[config.mk]
export PLATFORM = sky130hd
export DESIGN_NAME = mips_encode_issuer
export DESIGN_NICKNAME = d
export VERILOG_FILES = /design/src/rtl/mips_encode_issuer.sv
export SDC_FILE = /design/constraint.sdc
export NUM_CORES = 1
export LEC_CHECK = 0
export CAP_MARGIN = 25
export CELL_PAD_IN_SITES_DETAIL_PLACEMENT = 0
export CELL_PAD_IN_SITES_GLOBAL_PLACEMENT = 2
export CORE_UTILIZATION = 30
export CTS_CLUSTER_DIAMETER = 150
export DETAILED_ROUTE_END_ITERATION = 12
export PLACE_DENSITY_LB_ADDON = 0.1
export SYNTH_ARGS = -nofsm -noshare
export SYNTH_HDL_FRONTEND = slang
export SYNTH_SLANG_ARGS = --single-unit
[constraint.sdc]
create_clock -name clock -period 3.2 [get_ports clock]
set_input_delay 0.96 -clock clock [delete_from_list [all_inputs] [get_ports clock]]
set_output_delay 0.96 -clock clock [all_outputs]
set_load 0.02 [all_outputs]
[src/rtl/mips_encode_issuer.sv]
// Encodes ALU micro-op requests into MIPS R/I-type words and issues them through a small FIFO.
// Requests with no legal encoding are handshaken, dropped, pulsed on err and counted.
module mips_encode_issuer #(
   parameter int DEPTH = 4
) (
   input  logic                     clock,
   input  logic                     reset,
   input  logic                     in_valid,
   output logic                     in_ready,
   input  logic [2:0]               in_alu_op,
   input  logic                     in_imm_sel,
   input  logic [4:0]               in_rs,
   input  logic [4:0]               in_rt,
   input  logic [4:0]               in_rd,
   input  logic [15:0]              in_imm,
   output logic                     out_valid,
   input  logic                     out_ready,
   output logic [31:0]              out_inst,
   output logic [$clog2(DEPTH):0]   count,
   output logic                     err,
   output logic [7:0]               err_count
);

   localparam int PW = $clog2(DEPTH);
   localparam int CW = PW + 1;
   localparam logic [CW-1:0] FULL = CW'(DEPTH);

   localparam logic [2:0] ALU_ADD = 3'd2;
   localparam logic [2:0] ALU_SUB = 3'd3;
   localparam logic [2:0] ALU_AND = 3'd4;
   localparam logic [2:0] ALU_OR  = 3'd5;
   localparam logic [2:0] ALU_NOR = 3'd6;
   localparam logic [2:0] ALU_XOR = 3'd7;

   localparam logic [5:0] OP_ADDI = 6'h08;
   localparam logic [5:0] OP_ANDI = 6'h0c;
   localparam logic [5:0] OP_ORI  = 6'h0d;
   localparam logic [5:0] OP_XORI = 6'h0e;

   logic [31:0]   mem [DEPTH];
   logic [PW-1:0] wr_ptr;
   logic [PW-1:0] rd_ptr;
   logic          legal;
   logic [5:0]    funct;
   logic [5:0]    opcode;
   logic [31:0]   word;
   logic          accept;
   logic          push;
   logic          pop;
   logic          bad;

   always_comb begin
      legal  = 1'b1;
      funct  = 6'h00;
      opcode = 6'h00;
      case (in_alu_op)
         ALU_ADD: begin funct = 6'h20; opcode = OP_ADDI; end
         ALU_SUB: begin funct = 6'h22; legal = ~in_imm_sel; end
         ALU_AND: begin funct = 6'h24; opcode = OP_ANDI; end
         ALU_OR:  begin funct = 6'h25; opcode = OP_ORI;  end
         ALU_NOR: begin funct = 6'h27; legal = ~in_imm_sel; end
         ALU_XOR: begin funct = 6'h26; opcode = OP_XORI; end
         default: legal = 1'b0;
      endcase
      // I-type writes rt; rd is unused in that form
      if (in_imm_sel)
         word = {opcode, in_rs, in_rt, in_imm};
      else
         word = {6'h00, in_rs, in_rt, in_rd, 5'h00, funct};
   end

   // Ready depends on occupancy alone, so a same-cycle pop never admits an extra push
   assign in_ready  = (count != FULL);
   assign out_valid = (count != '0);
   assign accept    = in_valid & in_ready;
   assign push      = accept & legal;
   assign bad       = accept & ~legal;
   assign pop       = out_valid & out_ready;
   assign out_inst  = out_valid ? mem[rd_ptr] : 32'h0;

   always_ff @(posedge clock or negedge reset) begin
      if (!reset) begin
         wr_ptr    <= '0;
         rd_ptr    <= '0;
         count     <= '0;
         err       <= 1'b0;
         err_count <= 8'h00;
         for (int i = 0; i < DEPTH; i++) mem[i] <= 32'h0;
      end else begin
         err <= bad;
         if (bad && err_count != 8'hff) err_count <= err_count + 8'd1;
         if (push) begin
            mem[wr_ptr] <= word;
            wr_ptr      <= wr_ptr + PW'(1);
         end
         if (pop) rd_ptr <= rd_ptr + PW'(1);
         case ({push, pop})
            2'b10:   count <= count + CW'(1);
            2'b01:   count <= count - CW'(1);
            default: count <= count;
         endcase
      end
   end

endmodule

# Yosys cells after proc, flatten, opt, wreduce, memory -nomap -nowiden

Index checks and enable logic that the tools add are counted.

Add/subtract/negate cells: 5
Multiply operators: 0
Div/mod/pow operators: 0
$lt $le $gt $ge: 3
Eq/ne operators: 10
Shift-type cells: 0
Muxes and demuxes: 12
Bitwise operators: 8
Reduce and logical (&&, ||, !) cells: 6

Operators with widths:

| kind                                                                   | number |
|---|---|
| 32-bit two-way mux                                                     | 5 |
| 128-bit bitwise mux                                                    | 1 |
| 32-bit binary-select mux with 2-bit select                             | 1 |
| 32-bit demux with 2-bit select                                         | 1 |
| 6-bit case mux with 6 select lines                                     | 1 |
| 4-bit case mux with 4 select lines                                     | 1 |
| 3-bit equality test (second input constant)                            | 4 |
| 8-bit by 1-bit adder with 8-bit output (second input constant)         | 1 |
| 8-bit inequality test (second input constant)                          | 1 |
| 3-bit by 2-bit equality test with 1-bit output (second input constant) | 2 |
| 3-bit greater-or-equal comparator (second input constant)              | 2 |
| 2-bit inverter with 3-bit output                                       | 2 |
| 3-bit case mux with 2 select lines                                     | 1 |
| 2-bit by 1-bit adder with 2-bit output (second input constant)         | 2 |
| 1-bit AND                                                              | 4 |
| 4-bit OR reduction                                                     | 1 |
| 3-bit by 1-bit adder with 3-bit output (second input constant)         | 1 |
| 3-bit by 1-bit < comparator with 1-bit output (second input constant)  | 1 |
| 3-bit inequality test (second input constant)                          | 1 |
| 3-bit nonzero test                                                     | 1 |
| 3-bit by 1-bit subtractor with 3-bit output (second input constant)    | 1 |
| 2-bit by 1-bit equality test with 1-bit output (second input constant) | 1 |
| 2-bit equality test (second input constant)                            | 1 |
| 1-bit logical AND                                                      | 2 |
| other kinds (4)                                                        | 5 |

Register bits after elaboration: 144
Bits in latches: 0
RAM bits: 0
Memory bits (read-only): 0
Word-level logic and storage cells: 53
Memories: 0

# Longest topological paths before layout

Gate-level depths: netlist (run 1).

Word-level depth: 6
Gate-level depth with buffers: 11

# Least setup slack after synthesis (run 1)

Ideal clock, no wire load.

Path kind: in2reg
Start point: in in_alu_op[2]
End point: reg count[2]
Library setup time: 0.080 ns
Data arrival time: 2.675 ns
Path slack: 0.446 ns
Cell stages on the path: 11
Buffers on the path: 2
Cell sequence: buf_2 > nand2_1 > o22a_4 > buf_8 > nand2_1 > ha_1 > inv_1 > fa_1 > xor2_1 > nor2_1 > xor2_1

Word-level cells in the longest chain between the ends: 6

Ends and longest elaborated chain:

| what                                                                                         | line | RTL |
|---|---|---|
| start: declaration                                                                           | 10   | `input logic [2:0] in_alu_op,` |
| 3-bit equality test / 3-bit by 2-bit equality test with 1-bit output (equally long branches) | 56   | `case (in_alu_op)` |
| 4-bit OR reduction (no source line) / 2-bit OR reduction (equally long branches)             | --   |  |
| 1-bit case mux with 2 select lines *                                                         | 56   |  |
| 1-bit AND *                                                                                  | 76   | `assign push = accept & legal;` |
| 2-bit by 1-bit equality test with 1-bit output / 2-bit equality test (equally long branches) | 97   | `case ({push, pop})` |
| 3-bit case mux with 2 select lines / 2-bit nonzero test (equally long branches)              | --   |  |
| end signal: assignment                                                                       | 98   | `2'b10: count <= count + CW'(1);` |
| end signal: assignment                                                                       | 99   | `2'b01: count <= count - CW'(1);` |
| end signal: assignment                                                                       | 100  | `default: count <= count;` |
| end: declaration                                                                             | 19   | `output logic [$clog2(DEPTH):0] count,` |

Every way passes the cells marked *; elsewhere a longest branch is shown, timed or not.
A chain may end at the register's enable or synchronous reset.

# Final worst setup path (run 1)

Start point: reg rd_ptr[0]
End point: out out_inst[19]

Word-level cells in the longest chain between the ends: 5

Ends and longest elaborated chain:

| what                                                   | line | RTL |
|---|---|---|
| start: declaration                                     | 42   | `logic [PW-1:0] rd_ptr;` |
| start signal: assignment                               | 96   | `if (pop) rd_ptr <= rd_ptr + PW'(1);` |
| 2-bit inverter with 3-bit output (not written as such) | 79   | `assign out_inst = out_valid ? mem[rd_ptr] : 32'h0;` |
| 32-bit binary-select mux with 2-bit select             | 79   |  |
| 32-bit two-way mux (not written as such) (2 in series) | 79   |  |
| 32-bit two-way mux                                     | 79   |  |
| end: declaration                                       | 18   | `output logic [31:0] out_inst,` |

Every way passes these cells. The select of a mux whose other input is x is not followed.

==> impl_results.md, run 1 <==
* Status: finished, final reports clean
* Final Hold Viols at 0
* Critical Path RT at 2.24 ns
* Worst path cell trace: buf_4, buf_12, mux4_2, and2_1, dlygate4sd2_1
* Post-DP Area at 8080 um2
* Largest stage delay, worst path at 0.51 ns
* DR iter-0 viols at 95
* CTS Buf Count at 17
* Cell Area, Synth at 6850 um2
* Die H at 153 um
* Min-delay worst type: flop to flop
* Layout cells sized above 1 at 40.4%
* Core area at 22100 um2
* Ant diodes at 0
* Antenna violations before repair at 0
* Largest net degree at the start of global routing at 64
* # DRC at 0
* First-pass GRT wire length at 25200 um
* Core Rows at 54
* Place WS at 0.101 ns
* Initial Util at 31.0%
* Gr ovfl total at 0
* Die Footprint at 23400 um2
* Period Utilization, post-route at 97.5%
* Max Fanout on Critical Path at 9
* Yosys cell types at 42
* Clock latency at the later pin of the worst-skew pair at 0.42 ns
* Vias in the first global route at 4300
* Maximum clock path buffer count at 2
* Worst EP arrival at 2.16 ns
* Sequential fraction of the synthesis area at 49.7%
* # port buffers at 82
* I/O pin cnt at 85
* Clock slew at reported path FFs at 0.06 ns
* Slew @ Worst Pin at 0.655 ns
* Worst path slowest cell: mux4_2
* Post-route cell area at 8750 um2
* CTS H-Tree Depth at 4
* Gp weighted congestion at 0.706
* CP Class: flop to output port
* Most frequent cells in the layout: dfrtp_1, mux2_2, clkdlybuf4s50_1
* Wire length per cell at 18.7 um
* Slew Viols, Final at 0
* Crit path max-delay family: buffers and inverters
* Buf/Inv on CP at 3
* #FFs+latches synth at 136
* Die X at 153 um
* TritonCTS clock tree: built
* Clk root buf: clkbuf_16
* Drt first pass iters at 4
* DRT Wirelength at 15600 um
* Synth Warn # at 0
* Layout net count at 588
* DP HPWL at 10100 um
* Post-synth EDFFs at 0
* Setup WS post-layout at 0.0789 ns
* Largest area contributor in the netlist: dfrtp_1
* Setup Skew at 0.0105 ns
* Worst slew margin at 55.8%
* Syn_area_per_cell at 15.6 um2
* Most common cell after layout, fill and taps aside: dfrtp_1
* Synth-to-Final Area Change at 27.8%
* Leak Pwr at 4.09 nW
* Largest cells by area after synthesis: dfrtp_1, mux2_2, mux2_4
* Post-DRT Antenna Nets at 0
* Maximum clock frequency at 320 MHz
* Power per cell area at 1050 nW/um2
* Post-Syn Instances at 439
* Vias/cell at 4.68
* CTS Sinks at 136
* Routed via count at 3905
* Peak VDD IR at 480 uV
* GRT Util Overall at 14.2%
* Worst Setup End Kind: output port
* Top-area cell type share of the netlist area at 49.7%
* FFs w/ async S/R, synth at 100%
* Min cycle time layout at 3.12 ns
* Critical Path Source Type: flop
* Max-cap viol count at 0
* Main synth FF type: dfrtp_1
* # setup viols final at 0
[timing repair]
item / CTS / global route
endpoints found under the setup margin: 29 / 14
hold buffers: 0 / 0
buffers inserted: 2 / 2
endpoints found under the hold margin: 0 / 0
gates resized for setup: 16 / 21
[metal layers]
metal / GRT usage, % / share of wire [%]
met1: 19.4 / 48
met2: 22.3 / 48
met3: 3.60 / 3.0
met4: 3.61 / 0.85
met5: 0 / 0
[worst paths after layout]
kind / from / slack, ns / to / cells past startpoint
worst max-delay path: rd_ptr[0] / 0.08 / out_inst[19] / 5
worst max register to register: count[0] / 0.88 / count[2] / 9
worst min register to register: mem[40] / 0.48 / mem[40] / 1
max in group asynchronous: reset / 1.95 / mem[40] / 2
min in group asynchronous: reset / 0.51 / mem[86] / 1
worst min-delay path: mem[40] / 0.48 / mem[40] / 1
[area by class of cell]
cell class | count | area [um2]
flip-flops and latches | 136 | 3410
fillers | 2067 | 13300
multi-input cells | 270 | 3150
well taps | 280 | 350
repair buffers | 112 | 1220
inverters | 5 | 18.8
clock inverters | 13 | 169
clock buffers | 19 | 443
[flip-flops by register name (all words and copies together), names as in the netlist]
name and flops:
count 3, err 1, err_count 8, mem 120, rd_ptr 2, wr_ptr 2
[per-stage QoR]
| stage | hold WS (ns) | instances | util (%) | setup TNS [ns] | power (W) |
|---|---|---|---|---|---|
| 5_1_grt | 0.506 | 835 | 39.6 | -0.0207 | 0.00980 |
| 3_3_place_gp | 0.468 | 799 | 36.6 | 0 | 0.00733 |
| 2_1_floorplan | 0.459 | 440 | - | 0 | 0.00578 |
| 3_5_place_dp | 0.477 | 799 | 36.6 | 0 | 0.00740 |
| 4_1_cts | 0.490 | 833 | 39.3 | -1.39 | 0.00938 |
| 6_report | 0.484 | 835 | 39.6 | 0 | 0.00922 |
[power breakdown]
group / total, W / switching, W / internal, W
clock: 0.00203 / 0.000776 / 0.00125
sequential: 0.00298 / 0.000468 / 0.00251
combinational: 0.00421 / 0.00176 / 0.00245
[cells by family (layout without fill, tap and decap cells)]
logic type	count (synthesis)	count (layout)	synth area share, %
multiplexers	162	162	34.3
adder cells (fa/ha/maj)	7	7	1.39
buffers and inverters	34	149	4.37
AND/OR/NAND/NOR	81	81	8.00
flip-flops	136	136	49.7
XOR/XNOR	11	11	1.41
other	1	2	0.0548
AO/OA/AOI/OAI	7	7	0.786
[synth_stat cells (all sizes together), types with 2 or more instances]
master	number
dfrtp	136
mux2	131
and2	40
mux4	30
buf	22
nand2	9
clkbuf	7
nand3	7
ha	6
xor2	6
inv	5
o21ai	5
xnor2	5
nor2	4
and4	3
nand2b	3
and3	2
nor3	2
nor3b	2
nor4	2
[worst reg2reg max path, cell delays in order, from the launching register on]
cell     delay, ns
dfrtp_1       0.43
or3b_4        0.43
and2_4        0.22
nand2_1       0.11
ha_1          0.18
inv_1         0.06
fa_1          0.37
xor2_1        0.15
nor2_1        0.11
xor2_1        0.17
(Power assumes the default switching activity.)
==> inputs of run 2 (changes only) <==
CORE_MARGIN = 1   (was default)
==> results of run 2 <==
The final DEF is identical to that of run 1; final timing and power are the same.
==> inputs of run 3 (changes only) <==
SKIP_LAST_GASP = 1   (was default)
==> run 3 against run 2 <==
The run now ends with setup timing left. First-iteration DRC count up 1.1%. Highest routed layer unchanged. Combinational power hardly changed. Sequential share of layout area hardly changed. Design area hardly changed. Largest power group unchanged. Maximum frequency decreased by 2.8%.
==> impl_results.md, run 3 (synthesized netlist as in run 1, its figures left out) <==
* Hold Slack at 0.484 ns (unchanged)
* Core area at 22100 um2 (unchanged)
* Status: finished, violations left (was finished, final reports clean)
* Min cycle time layout at 3.21 ns (was 3.12 ns)
* First-pass GRT wire length at 25200 um (unchanged)
* Reg power frac at 32.4% (was 32.3%)
* RSZ-0062 raised after global routing: yes
* CTS Buf Count at 17 (unchanged)
* Crit path max-delay family: buffers and inverters (unchanged)
* GRT Util Overall at 14.2% (unchanged)
* Most frequent cells in the layout: dfrtp_1, mux2_2, clkdlybuf4s50_1 (unchanged)
* Synth-to-Final Area Change at 27.7% (was 27.8%)
* Worst EP arrival at 2.25 ns (was 2.16 ns)
* Biggest regs: mem (120), err_count (8), count (3) (unchanged)
* # port buffers at 82 (unchanged)
* Failing checks: setup timing
* Worst Setup End Kind: output port (unchanged)
* CTS H-Tree Depth at 4 (unchanged)
* Die H at 153 um (unchanged)
* CP Class: flop to output port (unchanged)
* Layout cells sized above 1 at 40.4% (unchanged)
* Buf/Inv on CP at 2 (was 3)
* Largest Register: mem (unchanged)
* Drt first pass iters at 4 (unchanged)
* Antenna violations before repair at 0 (unchanged)
* Worst slew margin at 55.8% (about the same)
* Clock slew at reported path FFs at 0.06 ns (about the same)
* Gp weighted congestion at 0.706 (unchanged)
* Maximum clock path buffer count at 2 (unchanged)
* Wire length per cell at 18.7 um (about the same)
* Critical Path RT at 2.24 ns (about the same)
* Largest stage delay, worst path at 0.53 ns (was 0.51 ns)
* Peak VDD IR at 480 uV (about the same)
* Core Rows at 54 (unchanged)
* Power per cell area at 1050 nW/um2 (about the same)
* # DRC at 0 (unchanged)
* Post-DRT Antenna Nets at 0 (unchanged)
* DR iter-0 viols at 96 (was 95)
* Period Utilization, post-route at 100% (was 97.5%)
* Cts hold-fix bufs at 0 (unchanged)
* TritonCTS clock tree: built (unchanged)
* Fill cells at 2071 (was 2067)
* Setup total negative slack at -0.0111 ns (was 0 ns)
* Most common cell after layout, fill and taps aside: dfrtp_1 (unchanged)
* Maximum clock frequency at 311 MHz (was 320 MHz)
* Worst path slowest cell: clkdlybuf4s50_1 (was mux4_2)
* DRT Wirelength at 15600 um (about the same)
* Ant diodes at 0 (unchanged)
* Sw frac at 32.6% (about the same)
* Critical Path Source Type: flop (unchanged)
* Initial Util at 31.0% (unchanged)
* Gr ovfl total at 0 (unchanged)
* Worst path cell trace: buf_6, mux4_2, and2_1, clkdlybuf4s50_1 (was buf_4, buf_12, mux4_2, and2_1, dlygate4sd2_1)
* Leak Pwr at 4.09 nW (about the same)
* Die X at 153 um (unchanged)
* Final Hold Viols at 0 (unchanged)
* Slew @ Worst Pin at 0.655 ns (about the same)
* Min-delay worst type: flop to flop (unchanged)
* CTS Sinks at 136 (unchanged)
* Sw Pwr at 0.00300 W (about the same)
* # setup viols final at 1 (was 0)
* Clk root buf: clkbuf_16 (unchanged)
* Int Power at 0.00621 W (was 0.00622 W)
* Setup Skew at 0.0105 ns (about the same)
* DP HPWL at 10100 um (unchanged)
* Die Footprint at 23400 um2 (unchanged)
* Vias in the first global route at 4300 (unchanged)
* Routed via count at 3903 (was 3905)
* Combinational cell fraction of total power at 45.6% (about the same)
* Max reg flops at 120 (unchanged)
* I/O pin cnt at 85 (unchanged)
* Layout net count at 588 (unchanged)
* Max-cap viol count at 0 (unchanged)
* Clock latency at the later pin of the worst-skew pair at 0.42 ns (about the same)
* Clock network power share at 22.0% (about the same)
* Setup WS post-layout at -0.0111 ns (was 0.0789 ns)
* Final core occ at 39.6% (about the same)
* Max Fanout on Critical Path at 7 (was 9)
* Largest net degree at the start of global routing at 64 (unchanged)
* Vias/cell at 4.67 (was 4.68)
* Slew Viols, Final at 0 (unchanged)
run 3: worst paths after layout:
path | startpoint | end | slack [ns] | cells after the start
worst max register to register | count[0] | count[2] | 0.88 | 9
max in group asynchronous | reset | mem[40] | 1.95 | 2
worst max-delay path | rd_ptr[0] | out_inst[14] | -0.01 | 4
min in group asynchronous | reset | mem[86] | 0.51 | 1
worst min-delay path | mem[40] | mem[40] | 0.48 | 1
worst min register to register | mem[40] | mem[40] | 0.48 | 1
run 3: power by group through the flow:
stage               combinational, W  sequential [W]  clock (W)
global placement             0.00433         0.00300          0
detailed placement           0.00438         0.00301          0
finish                       0.00420         0.00298    0.00203
CTS                          0.00430         0.00299    0.00210
global route                 0.00451         0.00310    0.00219
floorplan                    0.00290         0.00288          0
run 3: per-stage QoR:
stage,setup slack (ns),cells,power (W),area [um2]
after CTS,-0.125,833,0.00938,8690
after global placement,0.145,799,0.00733,8080
after global routing,-0.105,835,0.00980,8740
after floorplan,0.446,440,0.00578,6850
after detailed placement,0.101,799,0.00740,8080
final,-0.0111,835,0.00921,8740
run 3: timing repair:
item | CTS | global route
cloned | 0 | 0
buffers inserted | 2 | 2
setup endpoints to repair | 29 | 14
resized for setup | 16 | 16
run 3: layout make-up:
class                      count  area (um2)  share of cell area, %
multi-input combinational    270        3150                   36.0
clock buffer                  19         443                   5.07
tap                          280         350                   4.01
inverter                       5        18.8                  0.215
sequential                   136        3410                   38.9
clock inverter                13         169                   1.93
timing repair buffer         112        1210                   13.8
run 3: worst reg2reg max path: stages (launching register included):
cell     delay [ns]
dfrtp_1        0.43
or3b_4         0.43
and2_4         0.22
nand2_1        0.11
ha_1           0.18
inv_1          0.06
fa_1           0.37
xor2_1         0.15
nor2_1         0.11
xor2_1         0.17
run 3: routing by layer:
layer | vias to the layer above | global-route usage, % | wire [um]
met5 | - | 0 | 0
met4 | 0 | 3.61 | 132
met3 | 10 | 3.60 | 466
met2 | 63 | 22.3 | 7510
met1 | 2044 | 19.4 | 7470
li1 | 1786 | - | -
